$ cat config.mk
export PLATFORM = sky130hd
export DESIGN_NAME = dot_product_acc_flat
export DESIGN_NICKNAME = d
export VERILOG_FILES = /design/src/rtl/dot_product_acc_pkg.sv /design/src/rtl/dot_product_acc_if.sv /design/src/rtl/dot_product_acc_csa_tree_n.sv /design/src/rtl/dot_product_acc.sv /design/src/flat_wrapper.sv
export SDC_FILE = /design/constraint.sdc
export NUM_CORES = 1
export LEC_CHECK = 0
export CORE_ASPECT_RATIO = 0.6
export CORE_MARGIN = 2
export CORE_UTILIZATION = 65
export DETAILED_ROUTE_END_ITERATION = 10
export PLACE_DENSITY = 0.95
export SYNTH_ARGS = -nofsm -noshare
export SYNTH_HDL_FRONTEND = slang
export SYNTH_SLANG_ARGS = --single-unit
$ cat constraint.sdc
create_clock -name clk_i -period 14.1 [get_ports clk_i]
set_input_delay 2.82 -clock clk_i [delete_from_list [all_inputs] [get_ports clk_i]]
set_output_delay 2.82 -clock clk_i [all_outputs]
set_load 0.05 [all_outputs]
$ cat src/rtl/dot_product_acc_pkg.sv
// Shared types and sizing helpers for the dot_product_acc slice.
package dot_product_acc_pkg;

   typedef enum logic [1:0] {
      IDLE,
      ACCUM,
      HOLD
   } state_t;

   // Width of the carry-save pair: one full product plus growth for the N-way sum.
   function automatic int cs_width(input int in_size_0, input int in_size_1, input int size_array);
      return in_size_0 + in_size_1 + $clog2(size_array);
   endfunction

   // Partial-product count of a radix-8 Booth multiplier array over one beat.
   function automatic int num_pp(input int in_size_1, input int size_array);
      return ((in_size_1 + 2) / 3) * size_array;
   endfunction

endpackage

$ cat src/rtl/dot_product_acc_if.sv
// Operand stream in / result stream out of the dot-product accumulator.
interface dot_product_acc_if #(
   parameter int IN_SIZE_0  = 4,
   parameter int IN_SIZE_1  = 8,
   parameter int SIZE_ARRAY = 8,
   parameter int ACC_SIZE   = 24,
   parameter int MAX_BEATS  = 16
) ();
   import dot_product_acc_pkg::*;

   logic                                  in_valid_i;
   logic                                  in_ready_o;
   logic [SIZE_ARRAY-1:0][IN_SIZE_0-1:0]  in_0_i;
   logic [SIZE_ARRAY-1:0][IN_SIZE_1-1:0]  in_1_i;
   logic                                  in_last_i;
   logic                                  out_valid_o;
   logic                                  out_ready_i;
   logic [ACC_SIZE-1:0]                   out_data_o;
   logic [$clog2(MAX_BEATS+1)-1:0]        out_beats_o;
   logic                                  out_sat_o;

   // Producer of operands / consumer of results.
   modport master (
      output in_valid_i, in_0_i, in_1_i, in_last_i, out_ready_i,
      input  in_ready_o, out_valid_o, out_data_o, out_beats_o, out_sat_o
   );

   // The accumulator itself.
   modport slave (
      input  in_valid_i, in_0_i, in_1_i, in_last_i, out_ready_i,
      output in_ready_o, out_valid_o, out_data_o, out_beats_o, out_sat_o
   );

endinterface

$ cat src/rtl/dot_product_acc_csa_tree_n.sv
// N-input to 2-output carry-save compressor over sign-extended operands.
module csa_tree_n
   import dot_product_acc_pkg::*;
#(
   parameter int IN_SIZE  = 12,
   parameter int OUT_SIZE = 15,
   parameter int N        = 8
) (
   input  logic [N-1:0][IN_SIZE-1:0] in_i,
   output logic [OUT_SIZE-1:0]       out0_o,
   output logic [OUT_SIZE-1:0]       out1_o
);

   logic [OUT_SIZE-1:0] sum_d;
   logic [OUT_SIZE-1:0] carry_d;
   logic [OUT_SIZE-1:0] ext_d;
   logic [OUT_SIZE-1:0] maj_d;

   // Fold each further operand into the running (sum, carry) pair with a 3:2 stage;
   // the carry bit shifted out of the top is dropped, which is exact modulo 2^OUT_SIZE.
   always_comb begin
      sum_d   = OUT_SIZE'(signed'(in_i[0]));
      carry_d = OUT_SIZE'(signed'(in_i[1]));
      ext_d   = '0;
      maj_d   = '0;
      for (int unsigned i = 2; i < N; i++) begin
         ext_d   = OUT_SIZE'(signed'(in_i[i]));
         maj_d   = (sum_d & carry_d) | (sum_d & ext_d) | (carry_d & ext_d);
         sum_d   = sum_d ^ carry_d ^ ext_d;
         carry_d = maj_d << 1;
      end
      out0_o = sum_d;
      out1_o = carry_d;
   end

endmodule

$ cat src/rtl/dot_product_acc.sv
// Two-stage streaming signed dot-product accumulator.
// S1 registers the carry-save pair of one beat's products; S2 resolves it,
// accumulates, and emits a result on in_last_i or after MAX_BEATS beats.
// Optional: define DOT_PRODUCT_ACC_SATURATE_EN to clamp the accumulator and
// report a sticky per-result saturation flag on out_sat_o.
module dot_product_acc
   import dot_product_acc_pkg::*;
#(
   parameter int IN_SIZE_0  = 4,
   parameter int IN_SIZE_1  = 8,
   parameter int SIZE_ARRAY = 8,
   parameter int ACC_SIZE   = 24,
   parameter int MAX_BEATS  = 16
) (
   input logic              clk_i,
   input logic              rst_i,
   dot_product_acc_if.slave dp_if
);

   localparam int P_W    = IN_SIZE_0 + IN_SIZE_1;
   localparam int CS_W   = cs_width(IN_SIZE_0, IN_SIZE_1, SIZE_ARRAY);
   localparam int BEAT_W = $clog2(MAX_BEATS + 1);

`ifdef DOT_PRODUCT_ACC_SATURATE_EN
   localparam logic signed [ACC_SIZE-1:0] ACC_MAX = {1'b0, {(ACC_SIZE-1){1'b1}}};
   localparam logic signed [ACC_SIZE-1:0] ACC_MIN = {1'b1, {(ACC_SIZE-1){1'b0}}};
   logic signed [ACC_SIZE:0]   acc_wide;
`endif

   logic                         en;
   logic                         in_ready;
   logic                         accept;

   logic [SIZE_ARRAY-1:0][P_W-1:0] prod_d;
   logic [CS_W-1:0]              cs0_d;
   logic [CS_W-1:0]              cs1_d;

   logic signed [CS_W-1:0]       cs0_q;
   logic signed [CS_W-1:0]       cs1_q;
   logic                         s1_valid_q;
   logic                         s1_last_q;

   logic signed [CS_W-1:0]       beat_w;
   logic signed [ACC_SIZE-1:0]   beat_sum;
   logic signed [ACC_SIZE-1:0]   acc_q;
   logic signed [ACC_SIZE-1:0]   acc_d;
   logic [BEAT_W-1:0]            cnt_q;
   logic [BEAT_W-1:0]            cnt_inc;
   logic                         term;
   logic                         sat_q;
   logic                         sat_d;
   logic                         sat_hit;

   state_t                       state_q;
   logic                         out_valid_q;
   logic signed [ACC_SIZE-1:0]   out_data_q;
   logic [BEAT_W-1:0]            out_beats_q;
   logic                         out_sat_q;

   // The whole pipeline advances only when the result register is free or being drained.
   assign en       = !out_valid_q || dp_if.out_ready_i;
   assign in_ready = en && !rst_i;
   assign accept   = dp_if.in_valid_i && in_ready;

   // Signed element-wise products, operands sign-extended to the full product width.
   always_comb begin
      prod_d = '0;
      for (int unsigned i = 0; i < SIZE_ARRAY; i++) begin
         prod_d[i] = P_W'(signed'(dp_if.in_0_i[i])) * P_W'(signed'(dp_if.in_1_i[i]));
      end
   end

   csa_tree_n #(
      .IN_SIZE  (P_W),
      .OUT_SIZE (CS_W),
      .N        (SIZE_ARRAY)
   ) u_csa (
      .in_i   (prod_d),
      .out0_o (cs0_d),
      .out1_o (cs1_d)
   );

   // S1: capture the carry-save pair and last flag of each accepted beat.
   always_ff @(posedge clk_i) begin
      if (rst_i) begin
         s1_valid_q <= 1'b0;
         s1_last_q  <= 1'b0;
         cs0_q      <= '0;
         cs1_q      <= '0;
      end else if (en) begin
         s1_valid_q <= accept;
         if (accept) begin
            cs0_q     <= cs0_d;
            cs1_q     <= cs1_d;
            s1_last_q <= dp_if.in_last_i;
         end
      end
   end

   // S2 arithmetic: resolve the pair at its own width before sign-extending,
   // since cs0/cs1 are only meaningful as a sum modulo 2^CS_W.
   always_comb begin
      beat_w   = cs0_q + cs1_q;
      beat_sum = ACC_SIZE'(beat_w);
      cnt_inc  = cnt_q + BEAT_W'(1);
      term     = s1_last_q || (cnt_inc == BEAT_W'(MAX_BEATS));
      acc_d    = '0;
      sat_hit  = 1'b0;
`ifdef DOT_PRODUCT_ACC_SATURATE_EN
      acc_wide = (ACC_SIZE+1)'(acc_q) + (ACC_SIZE+1)'(beat_sum);
      sat_hit  = acc_wide[ACC_SIZE] ^ acc_wide[ACC_SIZE-1];
      if (!sat_hit) begin
         acc_d = acc_wide[ACC_SIZE-1:0];
      end else if (acc_wide[ACC_SIZE]) begin
         acc_d = ACC_MIN;
      end else begin
         acc_d = ACC_MAX;
      end
`else
      acc_d    = acc_q + beat_sum;
`endif
      sat_d    = sat_q | sat_hit;
   end

   // S2 state, FSM and registered result: accumulate, terminate, hold under backpressure.
   always_ff @(posedge clk_i) begin
      if (rst_i) begin
         state_q     <= IDLE;
         acc_q       <= '0;
         cnt_q       <= '0;
         sat_q       <= 1'b0;
         out_valid_q <= 1'b0;
         out_data_q  <= '0;
         out_beats_q <= '0;
         out_sat_q   <= 1'b0;
      end else if (en) begin
         if (s1_valid_q && term) begin
            out_valid_q <= 1'b1;
            out_data_q  <= acc_d;
            out_beats_q <= cnt_inc;
            out_sat_q   <= sat_d;
            acc_q       <= '0;
            cnt_q       <= '0;
            sat_q       <= 1'b0;
            state_q     <= dp_if.out_ready_i ? IDLE : HOLD;
         end else begin
            out_valid_q <= 1'b0;
            if (s1_valid_q) begin
               acc_q   <= acc_d;
               cnt_q   <= cnt_inc;
               sat_q   <= sat_d;
               state_q <= ACCUM;
            end else if (state_q == HOLD) begin
               state_q <= (cnt_q == '0) ? IDLE : ACCUM;
            end
         end
      end else begin
         state_q <= HOLD;
      end
   end

   assign dp_if.in_ready_o  = in_ready;
   assign dp_if.out_valid_o = out_valid_q;
   assign dp_if.out_data_o  = out_data_q;
   assign dp_if.out_beats_o = out_beats_q;
   assign dp_if.out_sat_o   = out_sat_q;

endmodule
$ cat src/flat_wrapper.sv
// flat-port wrapper written by rule: the top's interface ports become plain ports
module dot_product_acc_flat import dot_product_acc_pkg::*;
#(
   parameter int IN_SIZE_0  = 4,
   parameter int IN_SIZE_1  = 8,
   parameter int SIZE_ARRAY = 8,
   parameter int ACC_SIZE   = 24,
   parameter int MAX_BEATS  = 16
)
  (clk_i, rst_i, dp_if_in_valid_i, dp_if_in_0_i, dp_if_in_1_i, dp_if_in_last_i, dp_if_out_ready_i, dp_if_in_ready_o, dp_if_out_valid_o, dp_if_out_data_o, dp_if_out_beats_o, dp_if_out_sat_o);
  dot_product_acc_if #(.IN_SIZE_0(IN_SIZE_0), .IN_SIZE_1(IN_SIZE_1), .SIZE_ARRAY(SIZE_ARRAY), .ACC_SIZE(ACC_SIZE), .MAX_BEATS(MAX_BEATS)) dp_if_i ();
  input logic clk_i;
  input logic rst_i;
  input wire logic [$bits(dp_if_i.in_valid_i)-1:0] dp_if_in_valid_i;
  input wire logic [$bits(dp_if_i.in_0_i)-1:0] dp_if_in_0_i;
  input wire logic [$bits(dp_if_i.in_1_i)-1:0] dp_if_in_1_i;
  input wire logic [$bits(dp_if_i.in_last_i)-1:0] dp_if_in_last_i;
  input wire logic [$bits(dp_if_i.out_ready_i)-1:0] dp_if_out_ready_i;
  output wire logic [$bits(dp_if_i.in_ready_o)-1:0] dp_if_in_ready_o;
  output wire logic [$bits(dp_if_i.out_valid_o)-1:0] dp_if_out_valid_o;
  output wire logic [$bits(dp_if_i.out_data_o)-1:0] dp_if_out_data_o;
  output wire logic [$bits(dp_if_i.out_beats_o)-1:0] dp_if_out_beats_o;
  output wire logic [$bits(dp_if_i.out_sat_o)-1:0] dp_if_out_sat_o;
  assign dp_if_i.in_valid_i = dp_if_in_valid_i;
  assign dp_if_i.in_0_i = dp_if_in_0_i;
  assign dp_if_i.in_1_i = dp_if_in_1_i;
  assign dp_if_i.in_last_i = dp_if_in_last_i;
  assign dp_if_i.out_ready_i = dp_if_out_ready_i;
  assign dp_if_in_ready_o = dp_if_i.in_ready_o;
  assign dp_if_out_valid_o = dp_if_i.out_valid_o;
  assign dp_if_out_data_o = dp_if_i.out_data_o;
  assign dp_if_out_beats_o = dp_if_i.out_beats_o;
  assign dp_if_out_sat_o = dp_if_i.out_sat_o;
  dot_product_acc #(.IN_SIZE_0(IN_SIZE_0), .IN_SIZE_1(IN_SIZE_1), .SIZE_ARRAY(SIZE_ARRAY), .ACC_SIZE(ACC_SIZE), .MAX_BEATS(MAX_BEATS)) u_core (.clk_i(clk_i), .rst_i(rst_i), .dp_if(dp_if_i));
endmodule
==> flow_metrics.py, run 1 <==
metrics = {
    "setup_path": {
        "critPathLaunchType": "input pin",
        "critPathCaptureType": "flip-flop",
        "required_ns": 14.37,
        "regToRegStartpoint": "u_core.cs0_q[1]$_SDFFE_PP0P_",
        "crit_path_top_delay_cell": "sky130_fd_sc_hd__fa_1",
        "cp_data_arrival_time_ns": 10.73,
        "crit_start": "dp_if_in_0_i[9]",
        "worstPathMaxFanout": 8,
        "criticalPathCategory": "in2reg",
        "critPathMostFrequentCell": "sky130_fd_sc_hd__fa_1",
        "timing.critical_path.slowest_cell_delay_ns": 0.62,
    },
    "logic_synthesis": {
        "syn_inst": 1668,
        "yosysUniqueCellTypes": 60,
        "postSynthNetCount": 2186,
        "postSynthAreaPerCell_sq_um": 8.883,
        "post_synth_instance_area_sq_mm": 0.01482,
        "synth_warnings": 0,
        "synth_async_sr_flop_share_pct": 0,
        "synth_sequential_area_ratio_pct": 12.16,
        "synth.ff_latch_count": 90,
        "synth_ff_type": "sky130_fd_sc_hd__dfxtp_1",
        "number_of_synthesized_flops_with_an_enable_pin": 0,
    },
    "timing": {
        "fin_crit_sh_pct": 74.13,
        "skew_ns": 0.01305,
        "grt_setup_unrepaired": "no",
        "total_neg_setup_slack_ns": 0,
        "setup_viol_count_final": 0,
        "maxSlewViolCount": 0,
        "max_clock_freq_mhz": 95.67,
        "tightest_pin_transition_ns": 1.097,
        "timing.final.crit_period_ns": 10.45,
        "max-slew-margin-rel_pct": 26.56,
        "finalHoldViolations": 0,
    },
    "routing": {
        "remaining_drc_errors": 0,
        "total_wirelength_of_the_detailed_routed_design_mm": 37.04,
        "drt-pass1-iter-count": 6,
        "drtAntennaViolNets": 0,
        "routed-via-count": 12196,
        "initialDrtViolationCount": 1171,
        "avgRoutedWirePerCell_um": 17.67,
        "detail_route.vias_per_cell": 5.819,
    },
    "clocking": {
        "number_of_buffers_created_by_cts": 9,
        "cts_resized": 0,
        "clock_sinks": 90,
        "cts_setup_buffers": 0,
        "clk_latency_ns": 0.35,
        "cts_hold_buffers": 0,
        "cts_htree_levels": 3,
        "cts_buffer_depth": 2,
        "tritoncts": "done",
        "cts-root-buf": "sky130_fd_sc_hd__clkbuf_16",
        "clk_pin_slew_worst_paths_ns": 0.07,
    },
    "global_routing": {
        "global_route.overflow_total": 0,
        "gr-usage-all-layers_pct": 31.96,
        "grt_first_pass_wirelength_mm": 60.84,
        "antenna_found_initial": 1,
        "grt_pass1_vias": 12536,
        "grt_start_max_net_pins": 60,
    },
    "floorplan": {
        "floorplan.initialDensity_pct": 66.66,
        "placement_rows": 42,
        "core_area_sq_mm": 0.02223,
        "top_level_ports": 133,
        "die_area_sq_mm": 0.02406,
        "floorplan.die.width_um": 198.9,
        "die_h_um": 121.0,
    },
    "placement": {
        "gpl.final_weighted_congestion": 0.9544,
        "quantity_of_i_o_buffers_inserted_on_ports": 131,
        "post-dp-hpwl_mm": 31.37,
    },
    "min_path": {
        "startpoint_of_the_lowest_slack_hold_path": "u_core.dp_if.out_data_o[13]$_SDFFE_PP0P_",
        "min_path_type": "reg2reg",
    },
    "cells_and_area": {
        "synthToLayoutAreaGrowth_pct": 12.87,
        "most-common-layout-cells": "sky130_fd_sc_hd__inv_1, sky130_fd_sc_hd__fa_1, sky130_fd_sc_hd__nand2_1",
        "fin_nets": 2301,
        "fillCellCount": 1460,
        "drive_gt1_share_pct": 2.071,
        "layout.cells.most_common": "sky130_fd_sc_hd__inv_1",
    },
    "run": {
        "cap_violations": 0,
    },
    "status": {
        "run_status": "finished, final reports clean",
    },
}
state kept, by name, summed over array words and instances, names as in the netlist:
name	flops
u_core.acc_q	24
u_core.dp_if.out_data_o	24
u_core.cs0_q	15
u_core.cs1_q	14
u_core.cnt_q	5
u_core.dp_if.out_beats_o	5
u_core.dp_if.out_valid_o	1
u_core.s1_last_q	1
u_core.s1_valid_q	1
worst paths after layout:
path	end	slack, ns	cells past startpoint
hold / removal	u_core.dp_if.out_data_o[13]$_SDFFE_PP0P_	0.46	2
setup reg to reg	u_core.dp_if.out_data_o[22]$_SDFFE_PP0P_	8.89	18
setup / recovery	u_core.cs0_q[14]$_SDFFE_PP0P_	3.65	29
hold reg to reg	u_core.dp_if.out_data_o[13]$_SDFFE_PP0P_	0.46	2
critical path, delay by kind of cell:
kind / cells / cell delay [ns]
compound gates: 6 / 0.99
xor+xnor: 4 / 0.89
fa+ha+maj: 10 / 4.72
buf+inv: 6 / 0.94
simple gates: 3 / 0.34
Yosys cell counts (2+ instances only):
cell type | instances | share of area (%)
sky130_fd_sc_hd__a31o_2 | 3 | 0.18
sky130_fd_sc_hd__a22oi_1 | 11 | 0.56
sky130_fd_sc_hd__nor3_1 | 17 | 0.57
sky130_fd_sc_hd__or3_1 | 4 | 0.17
sky130_fd_sc_hd__and2_1 | 114 | 4.8
sky130_fd_sc_hd__xor2_1 | 23 | 1.4
sky130_fd_sc_hd__nand3_1 | 26 | 0.88
sky130_fd_sc_hd__a21oi_1 | 101 | 3.4
sky130_fd_sc_hd__o21bai_1 | 30 | 1.5
sky130_fd_sc_hd__o211ai_1 | 7 | 0.35
sky130_fd_sc_hd__clkbuf_1 | 28 | 0.71
sky130_fd_sc_hd__nand2_1 | 205 | 5.2
sky130_fd_sc_hd__ha_1 | 203 | 17
sky130_fd_sc_hd__nor2_1 | 90 | 2.3
sky130_fd_sc_hd__o21a_1 | 3 | 0.15
sky130_fd_sc_hd__and3_1 | 3 | 0.13
sky130_fd_sc_hd__and4_1 | 2 | 0.12
sky130_fd_sc_hd__a41o_1 | 2 | 0.14
sky130_fd_sc_hd__o41ai_1 | 3 | 0.18
sky130_fd_sc_hd__o21ai_0 | 58 | 2.0
sky130_fd_sc_hd__nand4_1 | 2 | 0.084
sky130_fd_sc_hd__fa_1 | 214 | 29
sky130_fd_sc_hd__a311o_1 | 2 | 0.14
sky130_fd_sc_hd__nand2b_1 | 42 | 1.8
sky130_fd_sc_hd__a211oi_1 | 11 | 0.56
sky130_fd_sc_hd__inv_1 | 220 | 5.6
sky130_fd_sc_hd__dfxtp_1 | 90 | 12
sky130_fd_sc_hd__xnor2_1 | 97 | 5.7
sky130_fd_sc_hd__buf_1 | 3 | 0.076
sky130_fd_sc_hd__o31ai_1 | 4 | 0.20
sky130_fd_sc_hd__a21o_1 | 21 | 1.1
per-stage QoR:
stage / setup slack (ns) / instance area, sq um / hold slack, ns / util, % / std cells
global placement: 3.778 / 16420 / 0.4420 / 73.88 / 2080
floorplan: 4.682 / 14820 / 0.4362 / - / 1668
finish: 3.647 / 16720 / 0.4580 / 75.23 / 2096
detailed placement: 3.305 / 16420 / 0.4487 / 73.88 / 2080
CTS: 3.652 / 16720 / 0.4583 / 75.22 / 2095
global route: 3.219 / 16720 / 0.4773 / 75.22 / 2095
area by class of cell:
class                      count  area (sq um)  share of cell area (%)
inverter                     221         829.5                   4.960
clock inverter                 6         73.82                  0.4414
sequential                    90          1802                   10.77
tap                          308         385.4                   2.304
antenna                        1         2.502                 0.01496
timing repair buffer         136          1344                   8.035
clock buffer                   9         225.2                   1.347
multi-input combinational   1325         12060                   72.12
layer usage:
layer	wire length (um)	GRT usage [%]	vias up	part of all wire (%)
met3	3835	8.449	67	10
met2	16310	49.04	552	44
li1	-	-	5647	-
met1	16340	46.07	5930	44
met4	544	5.737	0	1.5
met5	0	0	-	0
logic make-up after synthesis:
group	after synthesis	synth area share, %
AO/OA/AOI/OAI	272	11.50
XOR/XNOR	121	7.245
buffers and inverters	253	6.435
AND/OR/NAND/NOR	513	16.51
flip-flops	90	12.16
adder cells (fa/ha/maj)	417	46.06
other	1	0.02531
multiplexers	1	0.06756
Power of run 1 is left out: the tool's default activity adds up to more than one toggle a clock period on the data nets, which glitch-free logic cannot reach.
==> run 2, diff against run 1 <==
--- a/config.mk
+++ b/config.mk
@@ -7,9 +7,9 @@
 export LEC_CHECK = 0
 export CORE_ASPECT_RATIO = 0.6
 export CORE_MARGIN = 2
-export CORE_UTILIZATION = 65
+export CORE_UTILIZATION = 55
 export DETAILED_ROUTE_END_ITERATION = 10
-export PLACE_DENSITY = 0.95
+export PLACE_DENSITY = 0.89
 export SYNTH_ARGS = -nofsm -noshare
 export SYNTH_HDL_FRONTEND = slang
 export SYNTH_SLANG_ARGS = --single-unit
==> constraint.sdc (replaced) <==
create_clock -name clk_i -period 8.4 [get_ports clk_i]
set_input_delay 1.68 -clock clk_i [delete_from_list [all_inputs] [get_ports clk_i]]
set_output_delay 1.68 -clock clk_i [all_outputs]
set_load 0.05 [all_outputs]
==> run 2 against run 1 <==
  * The run now ends with setup timing left
  * Die area grew 18%
  * Global-route usage decreased by 5.2 points
  * Wire length grew 4.0%
  * Clock-buffer cell count rose by 1
  * Design area rose by 5.2%
  * Cell count rose by 6.7%
  * Worst setup slack got worse by 3.6 ns
  * Clock skew is 0.00051 ns higher
  * Critical path depth is 2 lower
==> flow_metrics.py, run 2 (synthesis results as in run 1) <==
metrics = {
    "floorplan": {
        "die_area_sq_mm": 0.02831,
        "placement_rows": 46,
        "core_area_sq_mm": 0.02642,
        "floorplan.die.width_um": 215.9,
        "die_h_um": 131.1,
        "floorplan.initialDensity_pct": 56.09,
        "top_level_ports": 133,
    },
    "routing": {
        "initialDrtViolationCount": 1173,
        "drtAntennaViolNets": 0,
        "routed-via-count": 12472,
        "drt-pass1-iter-count": 8,
        "total_wirelength_of_the_detailed_routed_design_mm": 38.53,
        "detail_route.vias_per_cell": 5.575,
        "remaining_drc_errors": 0,
        "avgRoutedWirePerCell_um": 17.23,
    },
    "timing": {
        "max-slew-margin-rel_pct": 25.66,
        "total_neg_setup_slack_ns": -0.001322,
        "tightest_pin_transition_ns": 1.112,
        "skew_ns": 0.01356,
        "maxSlewViolCount": 0,
        "max_clock_freq_mhz": 119.0,
        "postLayoutSetupSlackWorst_ns": -0.001322,
        "finalHoldViolations": 0,
        "timing.final.crit_period_ns": 8.401,
        "fin_crit_sh_pct": 100.0,
        "setup_viol_count_final": 1,
        "grt_setup_unrepaired": "yes",
    },
    "setup_path": {
        "required_ns": 8.61,
        "reg2regPathDepth": 18,
        "critPathCaptureType": "flip-flop",
        "r2r_slack_ns": 3.09,
        "worstPathMaxFanout": 2,
        "worst_setup_path_endpoint": "u_core.cs0_q[12]$_SDFFE_PP0P_",
        "critPathLaunchType": "input pin",
        "rr_endpoint": "u_core.dp_if.out_data_o[22]$_SDFFE_PP0P_",
        "crit_start": "dp_if_in_1_i[16]",
        "cp_data_arrival_time_ns": 8.61,
        "regToRegStartpoint": "u_core.cs1_q[1]$_SDFFE_PP0P_",
        "criticalPathCategory": "in2reg",
    },
    "cells_and_area": {
        "drive_gt1_share_pct": 9.595,
        "most-common-layout-cells": "sky130_fd_sc_hd__inv_1, sky130_fd_sc_hd__fa_1, sky130_fd_sc_hd__nand2_1",
        "synthToLayoutAreaGrowth_pct": 18.79,
        "layout.cells.most_common": "sky130_fd_sc_hd__inv_1",
        "fin_nets": 2389,
    },
    "placement": {
        "dpl_worst_slack_ns": -0.8981,
        "post-dp-hpwl_mm": 31.21,
        "quantity_of_i_o_buffers_inserted_on_ports": 131,
        "gpl.final_weighted_congestion": 0.9642,
    },
    "status": {
        "violations": "setup timing",
        "run_status": "finished, violations left",
    },
    "clocking": {
        "clk_pin_slew_worst_paths_ns": 0.07,
        "cts_hold_buffers": 0,
        "number_of_buffers_created_by_cts": 9,
        "clk_latency_ns": 0.35,
        "cts-root-buf": "sky130_fd_sc_hd__clkbuf_16",
        "cts_buffer_depth": 2,
        "cts_htree_levels": 3,
        "clock_sinks": 90,
        "tritoncts": "done",
    },
    "min_path": {
        "min_path_type": "reg2reg",
    },
    "run": {
        "cap_violations": 0,
    },
    "global_routing": {
        "grt_pass1_vias": 12744,
        "grt_start_max_net_pins": 60,
        "antenna_found_initial": 0,
        "gr-usage-all-layers_pct": 26.77,
        "global_route.overflow_total": 0,
        "grt_first_pass_wirelength_mm": 61.91,
    },
}
[run 2: cell types whose count changed in the layout (fill, tap and decap cells not counted), moves of 5 or more]
cell                              change
sky130_fd_sc_hd__fa_2                 +5
sky130_fd_sc_hd__a21oi_2             +10
sky130_fd_sc_hd__ha_4                 +5
sky130_fd_sc_hd__buf_4               +87
sky130_fd_sc_hd__ha_1                 -7
sky130_fd_sc_hd__clkbuf_2             +8
sky130_fd_sc_hd__inv_1                -5
sky130_fd_sc_hd__clkdlybuf4s50_1     -19
sky130_fd_sc_hd__inv_2                +5
sky130_fd_sc_hd__fa_1                 -5
sky130_fd_sc_hd__a21oi_1             -10
[run 2: timing repair]
item	CTS	global route
setup endpoints to repair	11	14
resized for setup	59	42
pin swaps	49	54
setup buffers	10	5
[run 2: worst max-delay path: stages]
cell and delay (ns):
sky130_fd_sc_hd__buf_6 0.09, sky130_fd_sc_hd__nand2b_4 0.13, sky130_fd_sc_hd__fa_1 0.56, sky130_fd_sc_hd__fa_1 0.45, sky130_fd_sc_hd__fa_1 0.51, sky130_fd_sc_hd__inv_2 0.05, sky130_fd_sc_hd__ha_4 0.16, sky130_fd_sc_hd__fa_2 0.39
sky130_fd_sc_hd__a21oi_2 0.16, sky130_fd_sc_hd__nor2_2 0.05, sky130_fd_sc_hd__nor2_2 0.13, sky130_fd_sc_hd__o21bai_1 0.12, sky130_fd_sc_hd__a21oi_2 0.24, sky130_fd_sc_hd__o21bai_1 0.13, sky130_fd_sc_hd__a21oi_2 0.25, sky130_fd_sc_hd__xnor2_2 0.12
sky130_fd_sc_hd__fa_1 0.54, sky130_fd_sc_hd__inv_1 0.06, sky130_fd_sc_hd__fa_1 0.50, sky130_fd_sc_hd__inv_2 0.05, sky130_fd_sc_hd__buf_6 0.10, sky130_fd_sc_hd__fa_1 0.46, sky130_fd_sc_hd__fa_1 0.49, sky130_fd_sc_hd__fa_1 0.57
sky130_fd_sc_hd__fa_1 0.45, sky130_fd_sc_hd__nand2_1 0.08, sky130_fd_sc_hd__o21ai_1 0.06
[run 2: how the worst min path moves through the flow]
stage,from,to,slack [ns],cells after the start
floorplan,u_core.acc_q[9]$_SDFFE_PP0P_,u_core.acc_q[9]$_SDFFE_PP0P_,0.44,2
global placement,u_core.dp_if.out_data_o[21]$_SDFFE_PP0P_,u_core.dp_if.out_data_o[21]$_SDFFE_PP0P_,0.44,2
detailed placement,u_core.acc_q[0]$_SDFFE_PP0P_,u_core.acc_q[0]$_SDFFE_PP0P_,0.45,2
CTS,u_core.acc_q[0]$_SDFFE_PP0P_,u_core.acc_q[0]$_SDFFE_PP0P_,0.46,2
global route,u_core.dp_if.out_beats_o[1]$_SDFFE_PP0P_,u_core.dp_if.out_beats_o[1]$_SDFFE_PP0P_,0.48,2
finish,u_core.dp_if.out_data_o[17]$_SDFFE_PP0P_,u_core.dp_if.out_data_o[17]$_SDFFE_PP0P_,0.46,2
[run 2: per-stage QoR]
step / utilization (%) / cells / cell area [sq um] / hold slack [ns]
after floorplan: - / 1668 / 14820 / 0.4362
after global placement: 64.48 / 2205 / 17040 / 0.4434
after detailed placement: 64.48 / 2205 / 17040 / 0.4494
after CTS: 66.14 / 2231 / 17470 / 0.4598
after global routing: 66.61 / 2236 / 17600 / 0.4785
final: 66.62 / 2237 / 17600 / 0.4594
[run 2: area by class of cell]
cell class                      instances  area (sq um)
Multi-Input combinational cell       1325         12250
Fill cell                            1928          8817
Timing Repair Buffer                  224          1964
Sequential cell                        90          1802
Inverter                              221         829.5
Tap cell                              360         450.4
Clock buffer                           10         229.0
Clock inverter                          6         72.57
Antenna cell                            1         2.502
[run 2: layer usage]
metal	up-vias	track usage, %	share of wire (%)
met5	-	0	0
met4	0	5.670	1.7
met3	56	4.421	8.5
met2	513	40.53	44
met1	6092	40.29	45
li1	5811	-	-
Power of run 2 is left out for the same reason.
